[config.mk]
export PLATFORM = sky130hd
export DESIGN_NAME = piso_serializer
export DESIGN_NICKNAME = d
export VERILOG_FILES = /design/src/rtl/piso_serializer.sv
export SDC_FILE = /design/constraint.sdc
export NUM_CORES = 1
export LEC_CHECK = 0
export CAP_MARGIN = 20
export CORE_AREA = 2 2 39 41
export CTS_BUF_LIST = sky130_fd_sc_hd__clkbuf_4 sky130_fd_sc_hd__clkbuf_8
export DETAILED_ROUTE_END_ITERATION = 7
export DIE_AREA = 0 0 41 43
export PLACE_DENSITY = 0.64
export SYNTH_ARGS = -nofsm -noshare
export SYNTH_HDL_FRONTEND = slang
export SYNTH_SLANG_ARGS = --single-unit
[constraint.sdc]
create_clock -name clk -period 1.1 [get_ports clk]
set_input_delay 0.22 -clock clk [delete_from_list [all_inputs] [get_ports clk]]
set_output_delay 0.22 -clock clk [all_outputs]
set_load 0.03 [all_outputs]
[src/rtl/piso_serializer.sv]
// piso_serializer: parallel-in, serial-out stage with a valid/ready load side
// and a framed serial output (ser_valid / ser_last).
// Optional feature macro: PISO_PARITY_EN appends an even-parity bit to every frame.
module piso_serializer #(
    parameter int unsigned WIDTH     = 3,
    parameter bit          MSB_FIRST = 1'b1
) (
    input  logic             clk,
    input  logic             reset,
    input  logic [WIDTH-1:0] load_data,
    input  logic             load_valid,
    output logic             load_ready,
    output logic             ser_out,
    output logic             ser_valid,
    output logic             ser_last,
    output logic             busy
);

    localparam int unsigned         CNT_W    = $clog2(WIDTH + 1);
    localparam logic [CNT_W-1:0]    LAST_IDX = CNT_W'(WIDTH - 1);

    typedef enum logic [1:0] {
        ST_IDLE  = 2'd0,
        ST_SHIFT = 2'd1
`ifdef PISO_PARITY_EN
        ,
        ST_PAR   = 2'd2
`endif
    } state_e;

    state_e             state_q, state_d;
    logic [WIDTH-1:0]   shreg_q, shreg_d;
    logic [CNT_W-1:0]   cnt_q, cnt_d;
    logic               ser_out_q, ser_out_d;
    logic               ser_valid_q, ser_valid_d;
    logic               ser_last_q, ser_last_d;
    logic               busy_q, busy_d;
    logic               accept;
`ifdef PISO_PARITY_EN
    logic               par_q, par_d;
`endif

    // State, datapath and registered serial outputs
    always_ff @(posedge clk) begin
        if (!reset) begin
            state_q     <= ST_IDLE;
            shreg_q     <= '0;
            cnt_q       <= '0;
            ser_out_q   <= 1'b0;
            ser_valid_q <= 1'b0;
            ser_last_q  <= 1'b0;
            busy_q      <= 1'b0;
`ifdef PISO_PARITY_EN
            par_q       <= 1'b0;
`endif
        end else begin
            state_q     <= state_d;
            shreg_q     <= shreg_d;
            cnt_q       <= cnt_d;
            ser_out_q   <= ser_out_d;
            ser_valid_q <= ser_valid_d;
            ser_last_q  <= ser_last_d;
            busy_q      <= busy_d;
`ifdef PISO_PARITY_EN
            par_q       <= par_d;
`endif
        end
    end

    // Next-state logic; output registers are loaded from the next state so the
    // serial outputs always describe the bit currently at the head
    always_comb begin
        state_d = state_q;
        shreg_d = shreg_q;
        cnt_d   = cnt_q;
`ifdef PISO_PARITY_EN
        par_d   = par_q;
`endif

        // Ready in idle and on the final cycle of a frame for gapless back-to-back
`ifdef PISO_PARITY_EN
        load_ready = (state_q == ST_IDLE) || (state_q == ST_PAR);
`else
        load_ready = (state_q == ST_IDLE) ||
                     ((state_q == ST_SHIFT) && (cnt_q == LAST_IDX));
`endif
        accept = load_valid && load_ready;

        unique case (state_q)
            ST_IDLE: begin
                if (accept) begin
                    state_d = ST_SHIFT;
                    shreg_d = load_data;
                    cnt_d   = '0;
`ifdef PISO_PARITY_EN
                    par_d   = ^load_data;
`endif
                end
            end
            ST_SHIFT: begin
                if (cnt_q == LAST_IDX) begin
`ifdef PISO_PARITY_EN
                    state_d = ST_PAR;
`else
                    if (accept) begin
                        shreg_d = load_data;
                        cnt_d   = '0;
                    end else begin
                        state_d = ST_IDLE;
                        shreg_d = '0;
                        cnt_d   = '0;
                    end
`endif
                end else begin
                    shreg_d = MSB_FIRST ? (shreg_q << 1) : (shreg_q >> 1);
                    cnt_d   = cnt_q + CNT_W'(1);
                end
            end
`ifdef PISO_PARITY_EN
            ST_PAR: begin
                if (accept) begin
                    state_d = ST_SHIFT;
                    shreg_d = load_data;
                    cnt_d   = '0;
                    par_d   = ^load_data;
                end else begin
                    state_d = ST_IDLE;
                    shreg_d = '0;
                    cnt_d   = '0;
                end
            end
`endif
            default: begin
                state_d = ST_IDLE;
                shreg_d = '0;
                cnt_d   = '0;
            end
        endcase

        ser_valid_d = (state_d != ST_IDLE);
        busy_d      = (state_d != ST_IDLE);
        ser_out_d   = 1'b0;
        ser_last_d  = 1'b0;
        if (state_d == ST_SHIFT) begin
            ser_out_d = MSB_FIRST ? shreg_d[WIDTH-1] : shreg_d[0];
`ifndef PISO_PARITY_EN
            ser_last_d = (cnt_d == LAST_IDX);
`endif
        end
`ifdef PISO_PARITY_EN
        if (state_d == ST_PAR) begin
            ser_out_d  = par_d;
            ser_last_d = 1'b1;
        end
`endif
    end

    assign ser_out   = ser_out_q;
    assign ser_valid = ser_valid_q;
    assign ser_last  = ser_last_q;
    assign busy      = busy_q;

endmodule

==> impl_metrics.toml, run 1 <==
[logic_synthesis]
syn-num-nets = 50
synth_ff_type = "dfxtp_1"
synth_edf_count = 0
ys_seq_elements = 10
ys_types = 22
yosysWarnings = 0
synth_seq_area_share = 0.4776
async_flop_share = 0
avgSynthCellArea_um2 = 9.526
syn_inst = 44
syn_area_um2 = 419.2

[worst_setup_path]
cp_max_fo = 2
critical_path_class = "reg2out"
worstPathArrival_ps = 970
worstSetupStartpointType = "register"
cp-end-kind = "output pin"
required_ps = 880

[pwr]
power_density_mw_per_mm2 = 1111
finalPower_uw = 735.2
p_leak_uw = 0.0002755
peakVddDrop_mv = 0.5212

[grt]
grt_pass1_wl_um = 1435
grt_pass1_vias = 356
gr-usage-met1 = 0.1656
grtUsageMet2 = 0.1563
gr-max-usage-layer = "met1"
use_met3 = 0.04712
grt-ovfl-total = 0
grt_max_degree = 9
antenna_found_initial = 0
track_usage = 0.1259

[layout]
stdcell_area_um2 = 661.9
layout-drive-gt1-share = 0.4848
layout_commonest_cell = "buf_4"
fin_cells = 82
utilization = 0.4783
multi_input_area_um2 = 227.7
n_antenna_cell = 0
fillCellCount = 140
final_cell_mix = "buf_4 (16), dfxtp_1 (7), nor2_1 (4), clkdlybuf4s50_1 (4)"
areaGrowthSynthToFinish_pct = 57.91
ff_latch_area_um2 = 203.9
finalNetCount = 74

[die]
start_util = 0.3029
die_x_um = 41
die_h_um = 43
rows = 14
core-area_mm2 = 0.001384
dieArea_mm2 = 0.001763
io_pins = 11

[timing]
hold_ws_ps = 485.0
fin_crit_ps = 1192
layout_setup_ws_ps = -91.72
finalSetupViolations = 2
rsz0062_at_grt = "true"
fin_skew_ps = 2.245
slew_viol_final = 0
hold_viol = 0
fin_crit_sh = 1.083
fmaxAchievable_mhz = 839.1

[status]
status = "finished, violations left"
violations = "setup timing"

[clock_network]
clk_pin_slew_ps = 60
root_buffer = "clkbuf_4"
cts_buffers = 3
cts_hold_buffers = 0
clkLatencyLatePin_ps = 250
cts_max_path_buffers = 2
cts_tree = "yes"
clock-sinks = 10
htree_levels = 1

[routing]
drt_pass1_iterations = 4
antenna_left = 0
drt_iter0_drc = 9
routed_wl_um = 974
vias = 392
wl_per_cell_um = 11.88
post_drt_via_cell_ratio = 4.780
drcViolationCount = 0

[placement]
dp_hpwl_um = 648.7
io_buffers = 10
place.gp.congestion = 0.7119
dp.cells = 76
placedInstanceArea_um2 = 583.1

[worst_hold_path]
hp-class = "reg2reg"

[run]
drv_cap = 0
state kept, by name, summed over array words and instances (netlist names):
name      cells
ser_out       1
state_q       2
ser_last      1
cnt_q         2
busy          1
shreg_q       3
metrics by stage:
stage / TNS, ps / setup slack, ps
after floorplan: 0 / 41.37
after global routing: -243.5 / -131.7
after detailed placement: -2101 / -330.6
final: -94.80 / -91.72
after CTS: -98.89 / -98.89
after global placement: -1928 / -310.0
power by group:
part	internal, µW	switching [µW]
Sequential	374	6.89
Combinational	62.9	57.9
Clock	125	108
Total	562	173
routing by layer:
layer  share of wire  vias up
met5               0        -
met4           0.014        0
met3           0.053        2
met2            0.48       14
met1            0.45      178
li1                -      198
worst max-delay path, cell delays in order (launching register included):
cell      delay, ps
dfxtp_2         320
nand2b_4        150
a21oi_4         120
buf_6           140
path summary, 6_finish.rpt:
path,from,to,slack (ps),cells after the start
worst min-delay path,shreg_q[0],shreg_q[0],490,2
worst min register to register,shreg_q[0],shreg_q[0],490,2
worst max-delay path,cnt_q[0],load_ready,-90,3
worst max register to register,cnt_q[0],shreg_q[0],0,5
what timing repair did:
action                                  in CTS  in global routing
pin swaps                                    1                  3
setup buffers                                3                  0
endpoints found under the setup margin       5                  6
resized for setup                            7                  4
synth_stat cells (2+ instances only):
master     n  area share
nand3_1    3       0.036
nor2_1     4       0.036
a21o_1     2       0.036
a21oi_1    4       0.048
a31oi_1    2       0.030
dfxtp_1   10        0.48
nor3b_1    2       0.036
nand2_1    2       0.018
nand2b_1   2       0.030
area by class of cell:
class	count	area share
clock buffer	3	0.03403
inverter	2	0.01134
multi-input combinational	29	0.3440
sequential	10	0.3081
tap	16	0.03025
timing repair buffer	22	0.2722
cell families after synthesis:
group	after synthesis	share of synthesized area
AOI/OAI and AO/OA	9	0.1433
buffers and inverters	5	0.07162
DFF	10	0.4776
muxes	2	0.05075
other	1	0.008947
and+or+nand+nor	17	0.2477
Power figures use the tool's default switching activity.
==> inputs of run 2 (changes only) <==
Settings changed: CORE_AREA 2 2 39 41 to 3 3 40 42, DIE_AREA 0 0 41 43 to 0 0 43 45, PLACE_DENSITY 0.64 to 0.66.
Clock period 1.1 ns to 1 ns, I/O delays scaled along.
==> impl_metrics.toml, run 2 (synthesis results as in run 1) <==
[routing]
antenna_left = 0
drt_iter0_drc = 12
drt_pass1_iterations = 3
post_drt_via_cell_ratio = 4.741
drcViolationCount = 0
wl_per_cell_um = 12.10
routed_wl_um = 980
vias = 384

[worst_setup_path]
worstSetupStartpointType = "register"
required_ps = 800
cp_max_fo = 2
r2r_cells = 6
critical_path_class = "reg2out"
cp_top_family = "flip-flops"
crit_cells = 3
cp_slowest_cell = "dfxtp_4"
rr_endpoint = "ser_out"
slowest_delay_ps = 340
crit_path_start = "cnt_q[0]"
worstPathArrival_ps = 1010
endpoint = "load_ready"
r2r_start = "cnt_q[0]"
cp-end-kind = "output pin"
critical_path_buf_inv_count = 1
crit_chain = "nand2b_4 -> a21oi_4 -> buf_6"
r2r_setup_slack_ps = -180

[die]
core-area_mm2 = 0.001285
rows = 13
io_pins = 11
die_h_um = 45
start_util = 0.3262
dieArea_mm2 = 0.001935
die_x_um = 43

[pwr]
power_density_mw_per_mm2 = 1351
p_leak_uw = 0.0002762
peakVddDrop_mv = 0.5711

[timing]
slew_viol_final = 0
hold_viol = 0
layout_setup_ws_ps = -210.0
fin_crit_ps = 1210
finalSetupViolations = 7
fin_crit_sh = 1.210
tns_ps = -896.1
fin_skew_ps = 2.217
fmaxAchievable_mhz = 826.4
rsz0062_at_grt = "true"
hold_ws_ps = 474.3

[layout]
n_antenna_cell = 0
final_cell_mix = "buf_4 (14), dfxtp_1 (7), nor2_1 (4), clkdlybuf4s50_1 (4)"
reg_top3 = "shreg_q (3), cnt_q (2), state_q (2)"
fin_cells = 81
finalNetCount = 73
layout_commonest_cell = "buf_4"
largest_reg_flops = 3
layout-drive-gt1-share = 0.4848
regMostFlops = "shreg_q"
areaGrowthSynthToFinish_pct = 61.19

[worst_hold_path]
hold_depth = 3
hp-class = "in2reg"

[clock_network]
cts_buffers = 3
clkLatencyLatePin_ps = 260
clk_pin_slew_ps = 70
root_buffer = "clkbuf_4"
cts_tree = "yes"
clock-sinks = 10
cts_hold_buffers = 0
cts_max_path_buffers = 2
htree_levels = 1

[grt]
antenna_found_initial = 0
grt_max_degree = 7
grt_pass1_vias = 374
grt_pass1_wl_um = 1483
track_usage = 0.1060
grt-ovfl-total = 0

[placement]
io_buffers = 10
place_ws_ps = -450.7
dp.cells = 74
dp_hpwl_um = 681.4
place.gp.congestion = 0.7056

[run]
drv_cap = 0

[status]
violations = "setup timing"
status = "finished, violations left"
-- run 2: changes by cell type in the layout (fill, tap and decap cells not counted), sizes merged --
| cell | change |
|---|---|
| buf | -1 |
| clkbuf | +1 |
-- run 2: worst register-to-register path, delay by kind of cell, from the launching register on --
| kind | cells | cell delay [ps] |
|---|---|---|
| buf+inv | 3 | 360 |
| flops | 1 | 350 |
| simple gates | 2 | 350 |
| compound gates | 1 | 50 |
-- run 2: metal layers --
metal	up-vias	wire length (µm)	GRT usage
met1	171	378	0.09951
li1	199	-	-
met2	12	525	0.1916
met5	-	0	0
met4	0	16	0.09036
met3	2	60	0.02789
-- run 2: area by class of cell --
type | instances | area, µm²
timing repair buffer | 21 | 176.4
fill | 109 | 609.3
sequential | 10 | 209.0
clock buffer | 4 | 36.28
inverter | 2 | 7.507
tap | 15 | 18.77
multi-input combinational | 29 | 227.7
-- run 2: power breakdown --
part	switching, µW	internal (µW)	total [µW]
Clock	144	221	365
Sequential	12.0	407	419
Combinational	58.8	70.3	129
-- run 2: what timing repair did --
action                                  in CTS  in global routing
endpoints found under the setup margin       9                  7
setup buffers                                2                  1
gates resized for setup                      7                  5
pin swaps                                    0                  6
-- run 2: how the worst min path moves through the flow --
stage	startpoint	endpoint	slack, ps
2_1_floorplan	reset	shreg_q[2]	370
3_3_place_gp	shreg_q[0]	shreg_q[0]	460
3_5_place_dp	shreg_q[0]	shreg_q[0]	460
4_1_cts	load_valid	shreg_q[1]	450
5_1_grt	load_valid	shreg_q[1]	470
6_report	load_valid	shreg_q[1]	470
-- run 2: stage by stage --
step                area (µm²)  power [µW]  utilization
floorplan                434.2       494.8            -
global placement         578.1       549.4       0.4499
detailed placement       578.1       549.7       0.4499
CTS                      645.6       924.7       0.5024
global route             675.6       951.5       0.5258
finish                   675.6       912.8       0.5258
==> inputs of run 3 (changes only) <==
Settings changed: SLEW_MARGIN from default to 20.
==> results of run 3 <==
The final DEF is identical to that of run 2; final timing and power are the same.
==> RTL edit 1, RTL diff (settings of run 3) <==
The option `PISO_PARITY_EN` is turned on by a define.
--- a/src/rtl/piso_serializer.sv
+++ b/src/rtl/piso_serializer.sv
@@ -1,6 +1,8 @@
 // piso_serializer: parallel-in, serial-out stage with a valid/ready load side
 // and a framed serial output (ser_valid / ser_last).
 // Optional feature macro: PISO_PARITY_EN appends an even-parity bit to every frame.
+`define PISO_PARITY_EN
+
 module piso_serializer #(
     parameter int unsigned WIDTH     = 3,
     parameter bit          MSB_FIRST = 1'b1
Function: changed (a bounded check fails within 4 cycles, from zero or initial values and one cycle with reset low).
==> RTL edit 1 against run 3 <==
- the run still ends with setup timing left
- sequential cell count up 1
- design area is 16% higher
- sequential share of layout area shrank 1.9 points
- synthesized area grew 24%
- worst setup slack got worse by 0.082 ns
- wire length up 7.0%
- highest routed layer unchanged
- via count is 13% higher
- largest cell class unchanged
Power is not compared: it rests on default switching activity, and its combinational part moved more than twofold at a synthesized area within 25%.
==> RTL edit 1: results (changes against run 3) <==
- Setup WS post-layout: -0.292 ns (-0.0819 ns)
- Max clock buf depth: 2 (unchanged)
- Pleak: 0.368 nW
- Combinational Power: 0.000259 W
- Crit-path max cell delay: 0.34 ns (about the same)
- Yosys cell types: 28 (+27%)
- GR Layer Usage met1: 14.6% (+4.6 points)
- Final HPWL DP: 811 um (+19%)
- Maximum VDD drop: roughly 900 uV
- Syn Nets: 61 (+22%)
- Commonest cells in the netlist: dfxtp_1 (11), inv_1 (5), nand2_1 (4)
- GR Layer Usage met2: 19.8% (+0.60 points)
- Fraction of layout cells with a size suffix above 1: 46.7% (-1.8 points)
- Registers with the most flip-flops: shreg_q x3, cnt_q x2, state_q x2
- P per Cell Area: 1380 mW/mm2
- Met3 Usage GRT: 3.59% (+0.80 points)
- Synth top area cells: dfxtp_1 (43%), inv_1 (3.6%), nand2b_2 (3.4%)
- Status: finished, violations left
- P_int: 0.000792 W
- Max FO, Critical Path: 2 (unchanged)
- First-pass GRT wire length: 1740 um (+17%)
- Vias in the first global route: 417 (+11%)
- Post-CTS Hold Buffers: 0 (unchanged)
- CP max stage cell: dfxtp_2
- Final Setup Violations: 8 (+1)
- Final #Nets: 83 (+14%)
- Drt initial violations: 3 (-9)
- Total CTS buffers: 3 (unchanged)
- Dpl cell area: 669 um2 (+16%)
- Vias per cell: 4.81 (+1.5%)
- WL per Instance: 11.7 um (-3.7%)
- GRT Util Overall: 12.5% (+1.9 points)
- H-tree depth: 1 (unchanged)
- Yosys warnings: 0 (unchanged)
- Post-synthesis sequential area ratio: 42.5% (-5.2 points)
- Pin count of the biggest net entering global routing: 8 (+1)
- Latest clock arrival within the worst-skew pair: ~0.27 ns
- Ys async rst share: 0% (unchanged)
- Clock Skews: 0.00352 ns (+0.00130 ns)
- Clock transition at path regs: 0.07 ns (about the same)
- CP arrival: 1.45 ns (+0.44 ns)
- Final Wtd Congestion: 0.740 (+4.9%)
- Failing checks: setup timing
- Router iterations before antenna repair: 3 (unchanged)
RTL edit 1: logic make-up after synthesis:
group	Yosys count	share of synthesized area (%)
adders and majority gates	1	2.42
muxes	1	2.90
AOI/OAI and AO/OA	11	15.5
DFF	11	42.5
buffers and inverters	7	6.52
xor gates and xnor gates	2	3.38
and+or+nand+nor	21	26.8
RTL edit 1: area by class of cell:
cell class	instances	area, um2
tap	15	18.8
timing repair buffer	19	175
inverter	5	18.8
multi-input combinational	36	314
fill	110	500
clock buffer	4	30.0
sequential	11	228
RTL edit 1: per-stage QoR:
step           instances  util (%)  setup WS [ns]  TNS (ns)
4_1_cts               88      56.1         -0.328     -1.50
2_1_floorplan         54         -         -0.266    -0.520
5_1_grt               90      61.1         -0.333     -1.60
3_5_place_dp          83      52.1         -0.427     -2.88
3_3_place_gp          83      52.1         -0.375     -2.64
6_report              90      61.1         -0.292     -1.21
RTL edit 1: final timing paths:
check | from | to | slack, ns | cells past startpoint
worst max-delay path | cnt_q[0] | ser_out | -0.29 | 5
worst min-delay path | load_data[2] | shreg_q[2] | 0.31 | 3
worst min register to register | par_q | par_q | 0.46 | 2
worst max register to register | cnt_q[0] | ser_out | -0.29 | 5
RTL edit 1: routing by layer:
metal / routed length (um) / up-vias
met1: 469 / 191
met2: 528 / 7
met3: 34 / 4
li1: - / 231
met4: 16 / 0
met5: 0 / -
RTL edit 1: critical path: cells and delay by family, from the launching register on:
kind | cells | cell delay [ns]
AOI/OAI and AO/OA | 2 | 0.33
adders and majority gates | 1 | 0.16
buffers and inverters | 1 | 0.05
DFF | 1 | 0.34
muxes | 1 | 0.31
RTL edit 1: what timing repair did:
item | 4_1_cts | 5_1_grt
buffers inserted | 1 | 2
gates resized for setup | 3 | 13
pin swaps | 1 | 2
gates cloned | 0 | 0
setup endpoints to repair | 10 | 13
==> RTL edit 2, RTL diff (settings of run 3) <==
Without the edit above. Make the reset (`reset`) asynchronous in one clocked block.
--- a/src/rtl/piso_serializer.sv
+++ b/src/rtl/piso_serializer.sv
@@ -41,7 +41,7 @@
 `endif
 
     // State, datapath and registered serial outputs
-    always_ff @(posedge clk) begin
+    always_ff @(posedge clk or negedge reset) begin
         if (!reset) begin
             state_q     <= ST_IDLE;
             shreg_q     <= '0;
Behaviour: differs if reset is asserted again (counterexample within 4 cycles, from zero or initial values and one cycle with reset low); with reset held inactive, the same outputs for 10 cycles.
==> RTL edit 2 against run 3 <==
- the flow still finishes with violations (setup timing)
- synthesized cell count down 11%
- count of clock-buffer cells in the layout unchanged
- sequential cell count down 1
- design area down 9.4%
- worst setup slack worse by 0.068 ns
- wire length down 16%
- total power down 5.2%
- synthesized area down 3.6%
- critical endpoint unchanged
- largest cell class is now sequential cells
==> RTL edit 2: results (changes against run 3) <==
- Root Driver: clkbuf_4
- Post-synth top area share: 55.7% (+8.0 points)
- Place WS: -0.347 ns (+0.104 ns)
- CP arrival: 1.08 ns (+0.07 ns)
- Fraction of layout cells with a size suffix above 1: 41.8% (-6.7 points)
- Max FO, Critical Path: 4 (+2)
- CP delay by family, top: flip-flops
- Setup WS post-layout: -0.278 ns (-0.0678 ns)
- Registers with the most flip-flops: cnt_q x2, shreg_q x2, state_q x2
- Number of flops mapped to enable cells by yosys: 0 (unchanged)
- Clk pwr: 0.000311 W (-15%)
- H-tree depth: 1 (unchanged)
- Crit-path max cell delay: 0.38 ns (+0.04 ns)
- First-pass GRT wire length: 1320 um (-11%)
- Pleak: 0.271 nW (-1.9%)
- TNS Setup: -0.387 ns (+0.509 ns)
- Diode count: 0 (unchanged)
- Commonest register cell after synthesis: dfrtp_1
- # port buffers: 10 (unchanged)
- Clock power frac: 35.9% (-4.0 points)
- Final Wtd Congestion: 0.679 (-3.7%)
- Syn Nets: 45 (-10%)
- Filler cell count: 118 (+8.3%)
- Placed Cells: 65 (-12%)
- Dpl cell area: 539 um2 (-6.7%)
- Reg-to-reg slack, setup: -0.09 ns (+0.09 ns)
- Router iterations before antenna repair: 2 (-1)
- Final #Nets: 62 (-15%)
- Routed WL: 825 um (-16%)
- Crit start category: register
- Synth top area cells: dfrtp_1 (56%), a21oi_1 (7.4%), nor2_1 (5.6%)
- Final Setup Violations: 6 (-1)
- Reg-to-reg startpoint: cnt_q[0]
- Failing checks: setup timing
- Status: finished, violations left
- Mapped Cells: 39 (-11%)
- Hold Violations, Final: 0 (unchanged)
- Pin count of the biggest net entering global routing: 10 (+3)
- Post-synthesis sequential area ratio: 55.7% (+8.0 points)
- Initial antenna violation count: 0 (unchanged)
- Latest clock arrival within the worst-skew pair: between 0.2 and 0.3 ns
- CP max stage cell: dfrtp_1
- P_sw: 0.000220 W (+2.8%)
- Ys async rst share: 100% (+100 points)
- Vias in the first global route: 312 (-17%)
- Reg2Reg Depth: 5 (-1)
- WL per Instance: 11.8 um (-2.6%)
- Yosys cell types: 20 (-9.1%)
- Vias per cell: 4.70 (-0.86%)
- Hold Path Class: input pin to async pin
- Final HPWL DP: 623 um (-8.5%)
- Clock transition at path regs: 0.06 ns
- Max clock buf depth: 2 (unchanged)
- GRT Util Overall: 10.0% (-0.60 points)
- Reg2Reg Capture Point: shreg_q[1]
- Commonest cells in the netlist: dfrtp_1 (9), a21oi_1 (6), nor2_1 (6)
- Maximum VDD drop: 527 uV (-7.7%)
- Drt initial violations: 1 (-11)
- Clock Skews: 0.00254 ns (+0.000326 ns)
- Combinational Power: 0.000153 W (+19%)
[RTL edit 2: cell count changes after synthesis, moves of 2 or more]
cell	delta
nor2_1	+2
nand3_1	-2
a21o_1	-2
a21oi_1	+2
dfrtp_1	+9
dfxtp_1	-10
a31oi_1	-2
a32oi_1	+2
[RTL edit 2: worst min-delay path by stage]
stage | slack, ns | cells after the start | start | endpoint
CTS | 0.21 | 2 | reset | ser_out
floorplan | -0.1 | 0 | reset | busy
global route | 0.22 | 2 | reset | cnt_q[0]
finish | 0.21 | 2 | reset | ser_out
global placement | 0.50 | 2 | reset | ser_out
detailed placement | 0.50 | 2 | reset | ser_out
[RTL edit 2: routing by layer]
layer / wire [um] / up-vias / GRT usage [%]
met3: 37 / 2 / 3.59
li1: - / 165 / -
met1: 352 / 153 / 10.9
met5: 0 / - / 0
met4: 29 / 0 / 9.04
met2: 406 / 9 / 15.3
[RTL edit 2: final cells by class]
cell class	instances	area, um2	share of cell area (%)
clock buffer	4	30.0	4.91
inverter	1	3.75	0.613
multi-input combinational	25	174	28.4
sequential	9	228	37.2
tap	15	18.8	3.07
timing repair buffer	16	158	25.8
[RTL edit 2: logic make-up after synthesis]
logic type / Yosys count / synth area share, %
AOI/OAI and AO/OA: 10 / 14.9
and+or+nand+nor: 13 / 18.0
muxes: 1 / 2.79
buffers and inverters: 5 / 7.74
other: 1 / 0.928
DFF: 9 / 55.7
[RTL edit 2: repair_timing]
item,4_1_cts,5_1_grt
endpoints found under the setup margin,6,9
setup buffers,0,1
pin swaps,1,4
resized for setup,7,6
